File: src/rtl/instr_fetch_if.sv
// Instruction memory read channel: req/ready request phase, rvalid response.
interface instr_fetch_if #(
    parameter int ADDR_WIDTH  = 16,
    parameter int INSTR_WIDTH = 32
);
    logic                   mem_req;
    logic [ADDR_WIDTH-1:0]  mem_addr;
    logic                   mem_ready;
    logic                   mem_rvalid;
    logic [INSTR_WIDTH-1:0] mem_rdata;

    modport master (
        output mem_req,
        output mem_addr,
        input  mem_ready,
        input  mem_rvalid,
        input  mem_rdata
    );

    modport slave (
        input  mem_req,
        input  mem_addr,
        output mem_ready,
        output mem_rvalid,
        output mem_rdata
    );
endinterface

File: src/rtl/instruction_fetch_unit.sv
// Fetch stage: owns PC and IR, runs one instruction read per fetch_start.
module instruction_fetch_unit #(
    parameter int ADDR_WIDTH     = 16,
    parameter int INSTR_WIDTH    = 32,
    parameter int RESET_PC       = 0,
    parameter int PC_STEP        = 1,
    parameter int TIMEOUT_CYCLES = 255
) (
    input  logic                   clk,
    input  logic                   rst_n,
    input  logic                   fetch_start,
    input  logic                   pc_load,
    input  logic [ADDR_WIDTH-1:0]  pc_load_value,
    instr_fetch_if.master          mem,
    output logic [INSTR_WIDTH-1:0] instr,
    output logic [5:0]             opcode,
    output logic [ADDR_WIDTH-1:0]  pc,
    output logic                   fetch_done,
    output logic                   busy,
    output logic                   fault
);

    localparam logic [ADDR_WIDTH-1:0] RST_PC = ADDR_WIDTH'(RESET_PC);
    localparam logic [ADDR_WIDTH-1:0] STEP   = ADDR_WIDTH'(PC_STEP);
    localparam logic [7:0]            TO     = 8'(TIMEOUT_CYCLES);

    typedef enum logic [2:0] {
        S_IDLE,
        S_REQ,
        S_WAIT,
        S_DONE,
        S_FAULT
    } state_t;

    state_t                  state;
    logic [ADDR_WIDTH-1:0]   pc_q;
    logic [ADDR_WIDTH-1:0]   addr_q;
    logic [INSTR_WIDTH-1:0]  instr_q;
    logic                    req_q;
    logic                    done_q;
    logic                    busy_q;
    logic                    fault_q;
    logic [7:0]              cnt;
    logic                    pend;
    logic [ADDR_WIDTH-1:0]   pend_val;

    always_ff @(posedge clk or negedge rst_n) begin
        if (!rst_n) begin
            state    <= S_IDLE;
            pc_q     <= RST_PC;
            addr_q   <= RST_PC;
            instr_q  <= '0;
            req_q    <= 1'b0;
            done_q   <= 1'b0;
            busy_q   <= 1'b0;
            fault_q  <= 1'b0;
            cnt      <= '0;
            pend     <= 1'b0;
            pend_val <= '0;
        end else begin
            done_q <= 1'b0;
            unique case (state)
                S_IDLE: begin
                    if (pc_load) begin
                        pc_q <= pc_load_value;
                    end
                    if (fetch_start) begin
                        state  <= S_REQ;
                        req_q  <= 1'b1;
                        busy_q <= 1'b1;
                        addr_q <= pc_load ? pc_load_value : pc_q;
                    end
                end
                S_REQ: begin
                    if (pc_load) begin
                        pend     <= 1'b1;
                        pend_val <= pc_load_value;
                    end
                    if (mem.mem_ready) begin
                        state <= S_WAIT;
                        req_q <= 1'b0;
                        cnt   <= '0;
                    end
                end
                S_WAIT: begin
                    if (pc_load) begin
                        pend     <= 1'b1;
                        pend_val <= pc_load_value;
                    end
                    if (mem.mem_rvalid) begin
                        state   <= S_DONE;
                        busy_q  <= 1'b0;
                        done_q  <= 1'b1;
                        instr_q <= mem.mem_rdata;
                        pend    <= 1'b0;
                        // A load arriving with the response is the newest one.
                        if (pc_load) begin
                            pc_q <= pc_load_value;
                        end else if (pend) begin
                            pc_q <= pend_val;
                        end else begin
                            pc_q <= addr_q + STEP;
                        end
                    end else if (cnt + 8'd1 == TO) begin
                        state   <= S_FAULT;
                        busy_q  <= 1'b0;
                        fault_q <= 1'b1;
                    end else begin
                        cnt <= cnt + 8'd1;
                    end
                end
                S_DONE: begin
                    state <= S_IDLE;
                    if (pc_load) begin
                        pc_q <= pc_load_value;
                    end
                end
                S_FAULT: begin
                    req_q   <= 1'b0;
                    busy_q  <= 1'b0;
                    fault_q <= 1'b1;
                end
                default: state <= S_IDLE;
            endcase
        end
    end

    assign mem.mem_req  = req_q;
    assign mem.mem_addr = addr_q;
    assign instr        = instr_q;
    assign opcode       = instr_q[INSTR_WIDTH-1 -: 6];
    assign pc           = pc_q;
    assign fetch_done   = done_q;
    assign busy         = busy_q;
    assign fault        = fault_q;

endmodule

File: src/flat_wrapper.sv
// flat-port wrapper written by rule: the top's interface ports become plain ports
module instruction_fetch_unit_flat 
#(
    parameter int ADDR_WIDTH     = 16,
    parameter int INSTR_WIDTH    = 32,
    parameter int RESET_PC       = 0,
    parameter int PC_STEP        = 1,
    parameter int TIMEOUT_CYCLES = 255
)
  (clk, rst_n, fetch_start, pc_load, pc_load_value, instr, opcode, pc, fetch_done, busy, fault, mem_mem_req, mem_mem_addr, mem_mem_ready, mem_mem_rvalid, mem_mem_rdata);
  instr_fetch_if #(.ADDR_WIDTH(ADDR_WIDTH), .INSTR_WIDTH(INSTR_WIDTH)) mem_i ();
  input  logic clk;
  input  logic rst_n;
  input  logic fetch_start;
  input  logic pc_load;
  input  logic [ADDR_WIDTH-1:0] pc_load_value;
  output logic [INSTR_WIDTH-1:0] instr;
  output logic [5:0] opcode;
  output logic [ADDR_WIDTH-1:0] pc;
  output logic fetch_done;
  output logic busy;
  output logic fault;
  output wire logic [$bits(mem_i.mem_req)-1:0] mem_mem_req;
  output wire logic [$bits(mem_i.mem_addr)-1:0] mem_mem_addr;
  input wire logic [$bits(mem_i.mem_ready)-1:0] mem_mem_ready;
  input wire logic [$bits(mem_i.mem_rvalid)-1:0] mem_mem_rvalid;
  input wire logic [$bits(mem_i.mem_rdata)-1:0] mem_mem_rdata;
  assign mem_mem_req = mem_i.mem_req;
  assign mem_mem_addr = mem_i.mem_addr;
  assign mem_i.mem_ready = mem_mem_ready;
  assign mem_i.mem_rvalid = mem_mem_rvalid;
  assign mem_i.mem_rdata = mem_mem_rdata;
  instruction_fetch_unit #(.ADDR_WIDTH(ADDR_WIDTH), .INSTR_WIDTH(INSTR_WIDTH), .RESET_PC(RESET_PC), .PC_STEP(PC_STEP), .TIMEOUT_CYCLES(TIMEOUT_CYCLES)) u_core (.clk(clk), .rst_n(rst_n), .fetch_start(fetch_start), .pc_load(pc_load), .pc_load_value(pc_load_value), .mem(mem_i), .instr(instr), .opcode(opcode), .pc(pc), .fetch_done(fetch_done), .busy(busy), .fault(fault));
endmodule
File: config.mk
export PLATFORM = sky130hd
export DESIGN_NAME = instruction_fetch_unit_flat
export DESIGN_NICKNAME = d
export VERILOG_FILES = /design/src/rtl/instr_fetch_if.sv /design/src/rtl/instruction_fetch_unit.sv /design/src/flat_wrapper.sv
export SDC_FILE = /design/constraint.sdc
export NUM_CORES = 1
export LEC_CHECK = 0
export ABC_CLOCK_PERIOD_IN_PS = 6300
export BUFFER_PORTS_ARGS = -buffer_cell sky130_fd_sc_hd__buf_2
export CAP_MARGIN = 15
export CORE_AREA = 3 3 112 114
export CTS_BUF_LIST = sky130_fd_sc_hd__clkbuf_8
export DETAILED_ROUTE_END_ITERATION = 7
export DIE_AREA = 0 0 115 117
export GPL_ROUTABILITY_DRIVEN = 0
export PLACE_DENSITY = 0.65
export SLEW_MARGIN = 20
export SYNTH_ARGS = -nofsm -noshare
export SYNTH_HDL_FRONTEND = slang
export SYNTH_SLANG_ARGS = --single-unit
File: constraint.sdc
create_clock -name clk -period 6.3 [get_ports clk]
set_clock_uncertainty 0.15 [all_clocks]
set_input_delay 0.315 -clock clk [delete_from_list [all_inputs] [get_ports clk]]
set_output_delay 0.315 -clock clk [all_outputs]
set_load 0.01 [all_outputs]
==> impl_metrics.ini <==
[place]
numPortBuffers = 127
place_hpwl_um = 8360
dpl_worst_slack_ns = 3.85
placed_cell_area_mm2 = 0.00531
dp_cells = 723

[cts]
clock_sinks = 96
clk_path_buf_depth = 2
cts_resized = 0
htreeDepth = 3
cts_root_buf = clkbuf_8
postCtsSetupRepairBufs = 0
cts_tree = done
clkSlewWorstSetupHoldPaths_ns = 0.09
clock_latency_ns = 0.36
cts_buffers = 9

[layout]
layoutNonFillerInstCount = 769
drive_above_1_share = 0.275
area_growth_pct = 25.7
fin_nets = 678
final_common_cell = buf_2
design_area_mm2 = 0.00578
num_antenna_cells = 0
final_cell_mix = buf_2 (126), nand2_1 (111), dfrtp_1 (96)

[worst_setup_path]
worst_r2r_path_depth = 6
critPathSlowestCell = or3_1
critPathLaunchType = register
required_ns = 6.37
worstPathCellList = nor2b_2 > or3_1 > nand2_4 > nand2_1 > o22ai_1 > a211oi_1
r2r-start = u_core.state[1]
end_kind = register
r2r_end = u_core.pc[10]
reg2reg_slack_ns = 3.83
critPathMaxStageDelay_ns = 0.54
critPathMaxFanout = 11
arrival_ns = 2.54
crit_type = reg -> reg

[pwr]
clockPowerShare = 0.132
power_frac_seq = 0.428
peakVddDrop_v = 0.000176
combPwrFrac = 0.440
power_density_mw_per_mm2 = 465
swShare = 0.419
leakagePower_uw = 0.00281
net-switching-power_uw = 1120
p_int_uw = 1560

[sta]
setup_viol = 0
fin_ws_ns = 3.83
period_needed_ns = 2.47
hold_ws_ns = 0.0231
rsz0062_at_grt = false
finalCritPeriodShare = 0.391
slew_headroom = 0.491
tightestPinTransition_ns = 0.764
fmax_mhz = 406
hold_viol_final = 0
tns_ns = 0
drv_slew = 0

[global_route]
grt_first_pass_wirelength_um = 19200
grt.total_usage = 0.180
grt_max_degree = 62
antenna_found_initial = 0
grt.overflow.total = 0
grt_pass1_vias = 3811

[worst_hold_path]
min-delay-start = mem_mem_rdata[20]
hp-class = in -> reg
hold_end = u_core.instr[20]
min_path_cells = 3

[yosys]
yosysWarnings = 0
synth.cell_area_mm2 = 0.00460
synthTopCellsByArea = dfrtp_1 (52%), nand2_1 (9.1%), mux2i_1 (5.0%)
synth_compound_area_frac = 0.127
yosys-mux-area-fraction = 0.0892
synth_seq_cells = 96
synth_top_family_by_area = simple AND/OR/NAND/NOR gates
synthesis.nets = 533
yosys.area.top_type = dfrtp_1
synth_fa_ha_area_frac = 0.00816
ys_seq_area_frac = 0.522
synth.top_cell.area_share = 0.522
syn_avg_cell_area_um2 = 9.66
synth_cell_types = 51
synthCells = 476
synthXorXnorAreaFrac = 0.0267
yosys.area_share.simple = 0.193

[drt]
via_per_inst = 5.16
drc = 0
ant_nets = 0
drt_wl_total_um = 12000
wl_per_cell_um = 15.6
vias = 3970
drtPass1Iterations = 6
drtIter0Drc = 210

[floorplan]
initial_core_util = 0.399
rows = 39
dieArea_mm2 = 0.0135
fp.dieH_um = 117
die_x_um = 115
ios = 128
core_area_mm2 = 0.0115

[run_status]
status = completed

[flow_run]
maxCapViolCount = 0
[cells in the mapped netlist (all sizes together)]
| master | count |
|---|---|
| nand2 | 112 |
| dfrtp | 96 |
| nor2 | 48 |
| a21oi | 37 |
| mux2i | 23 |
| o21ai | 17 |
| buf | 16 |
| mux2 | 16 |
| clkbuf | 12 |
| o22ai | 11 |
| xnor2 | 9 |
| nand3 | 8 |
| nor3 | 8 |
| nand2b | 6 |
| nor2b | 6 |
| a22oi | 5 |
| xor2 | 5 |
| a211oi | 3 |
| and3 | 3 |
| ha | 3 |
| or3 | 3 |
| a21o | 2 |
| a221o | 2 |
| inv | 2 |
| nand4 | 2 |
| o211ai | 2 |
| o21a | 2 |
| o221ai | 2 |
| a211o | 1 |
| a2bb2oi | 1 |
| and2 | 1 |
| and4 | 1 |
| clkinv | 1 |
| nand3b | 1 |
| nor3b | 1 |
| nor4 | 1 |
| o2111ai | 1 |
| o211a | 1 |
| o22a | 1 |
| o31ai | 1 |
| o41ai | 1 |
| or2 | 1 |
| or4 | 1 |
[timing repair]
item / in CTS / in global routing
endpoints found under the hold margin: 64 / 0
hold buffers: 30 / 0
endpoints found under the setup margin: 0 / 0
[layout make-up]
| type | count | area [um2] |
|---|---|---|
| inverter | 3 | 11.3 |
| timing repair buffer | 162 | 976 |
| clock inverter | 6 | 28.8 |
| tap | 143 | 179 |
| multi-input combinational | 349 | 2040 |
| sequential | 96 | 2400 |
| fill | 1097 | 5740 |
| clock buffer | 10 | 138 |
[power groups by stage]
stage	combinational, uW	sequential [uW]	clock, uW
6_report	1180	1150	355
5_1_grt	1330	1190	395
4_1_cts	1200	1150	368
3_5_place_dp	1180	1160	0
3_3_place_gp	1150	1140	0
2_1_floorplan	739	1170	0
[flip-flops by register name, indices dropped and copies added, names as in the netlist]
name	count
u_core.busy	1
u_core.cnt	8
u_core.fault	1
u_core.fetch_done	1
u_core.instr	32
u_core.mem.mem_addr	16
u_core.mem.mem_req	1
u_core.pc	16
u_core.pend	1
u_core.pend_val	16
u_core.state	3
[routing by layer]
metal,GRT usage,part of all wire
met5,0,0
met4,0.0571,0.015
met3,0.0416,0.057
met2,0.304,0.49
met1,0.232,0.44
[how the worst max path moves through the flow]
stage / from / endpoint / slack, ns / depth (start not counted)
after detailed placement: u_core.state[1] / u_core.pc[10] / 3.85 / 6
after global routing: u_core.state[1] / u_core.pc[10] / 3.67 / 6
after CTS: u_core.state[1] / u_core.pc[10] / 3.83 / 6
final: u_core.state[1] / u_core.pc[10] / 3.83 / 6
after floorplan: u_core.cnt[0] / u_core.cnt[3] / 4.17 / 7
after global placement: u_core.state[1] / u_core.pc[12] / 3.96 / 6
[critical path: cells and delay by family, from the launching register on]
kind,cells,cell delay (ns)
compound gates,2,0.37
simple gates,4,1.29
flops,1,0.51
[stage by stage]
step,power (uW),utilization
floorplan,1910,-
global placement,2290,0.461
detailed placement,2340,0.461
CTS,2710,0.502
global route,2910,0.502
finish,2680,0.502
[cells by family after synthesis]
family | Yosys count
buffers and inverters | 31
adders and majority gates | 3
DFF | 96
AOI/OAI and AO/OA | 90
xor gates and xnor gates | 14
muxes | 39
and+or+nand+nor | 203
Power figures use the tool's default switching activity.
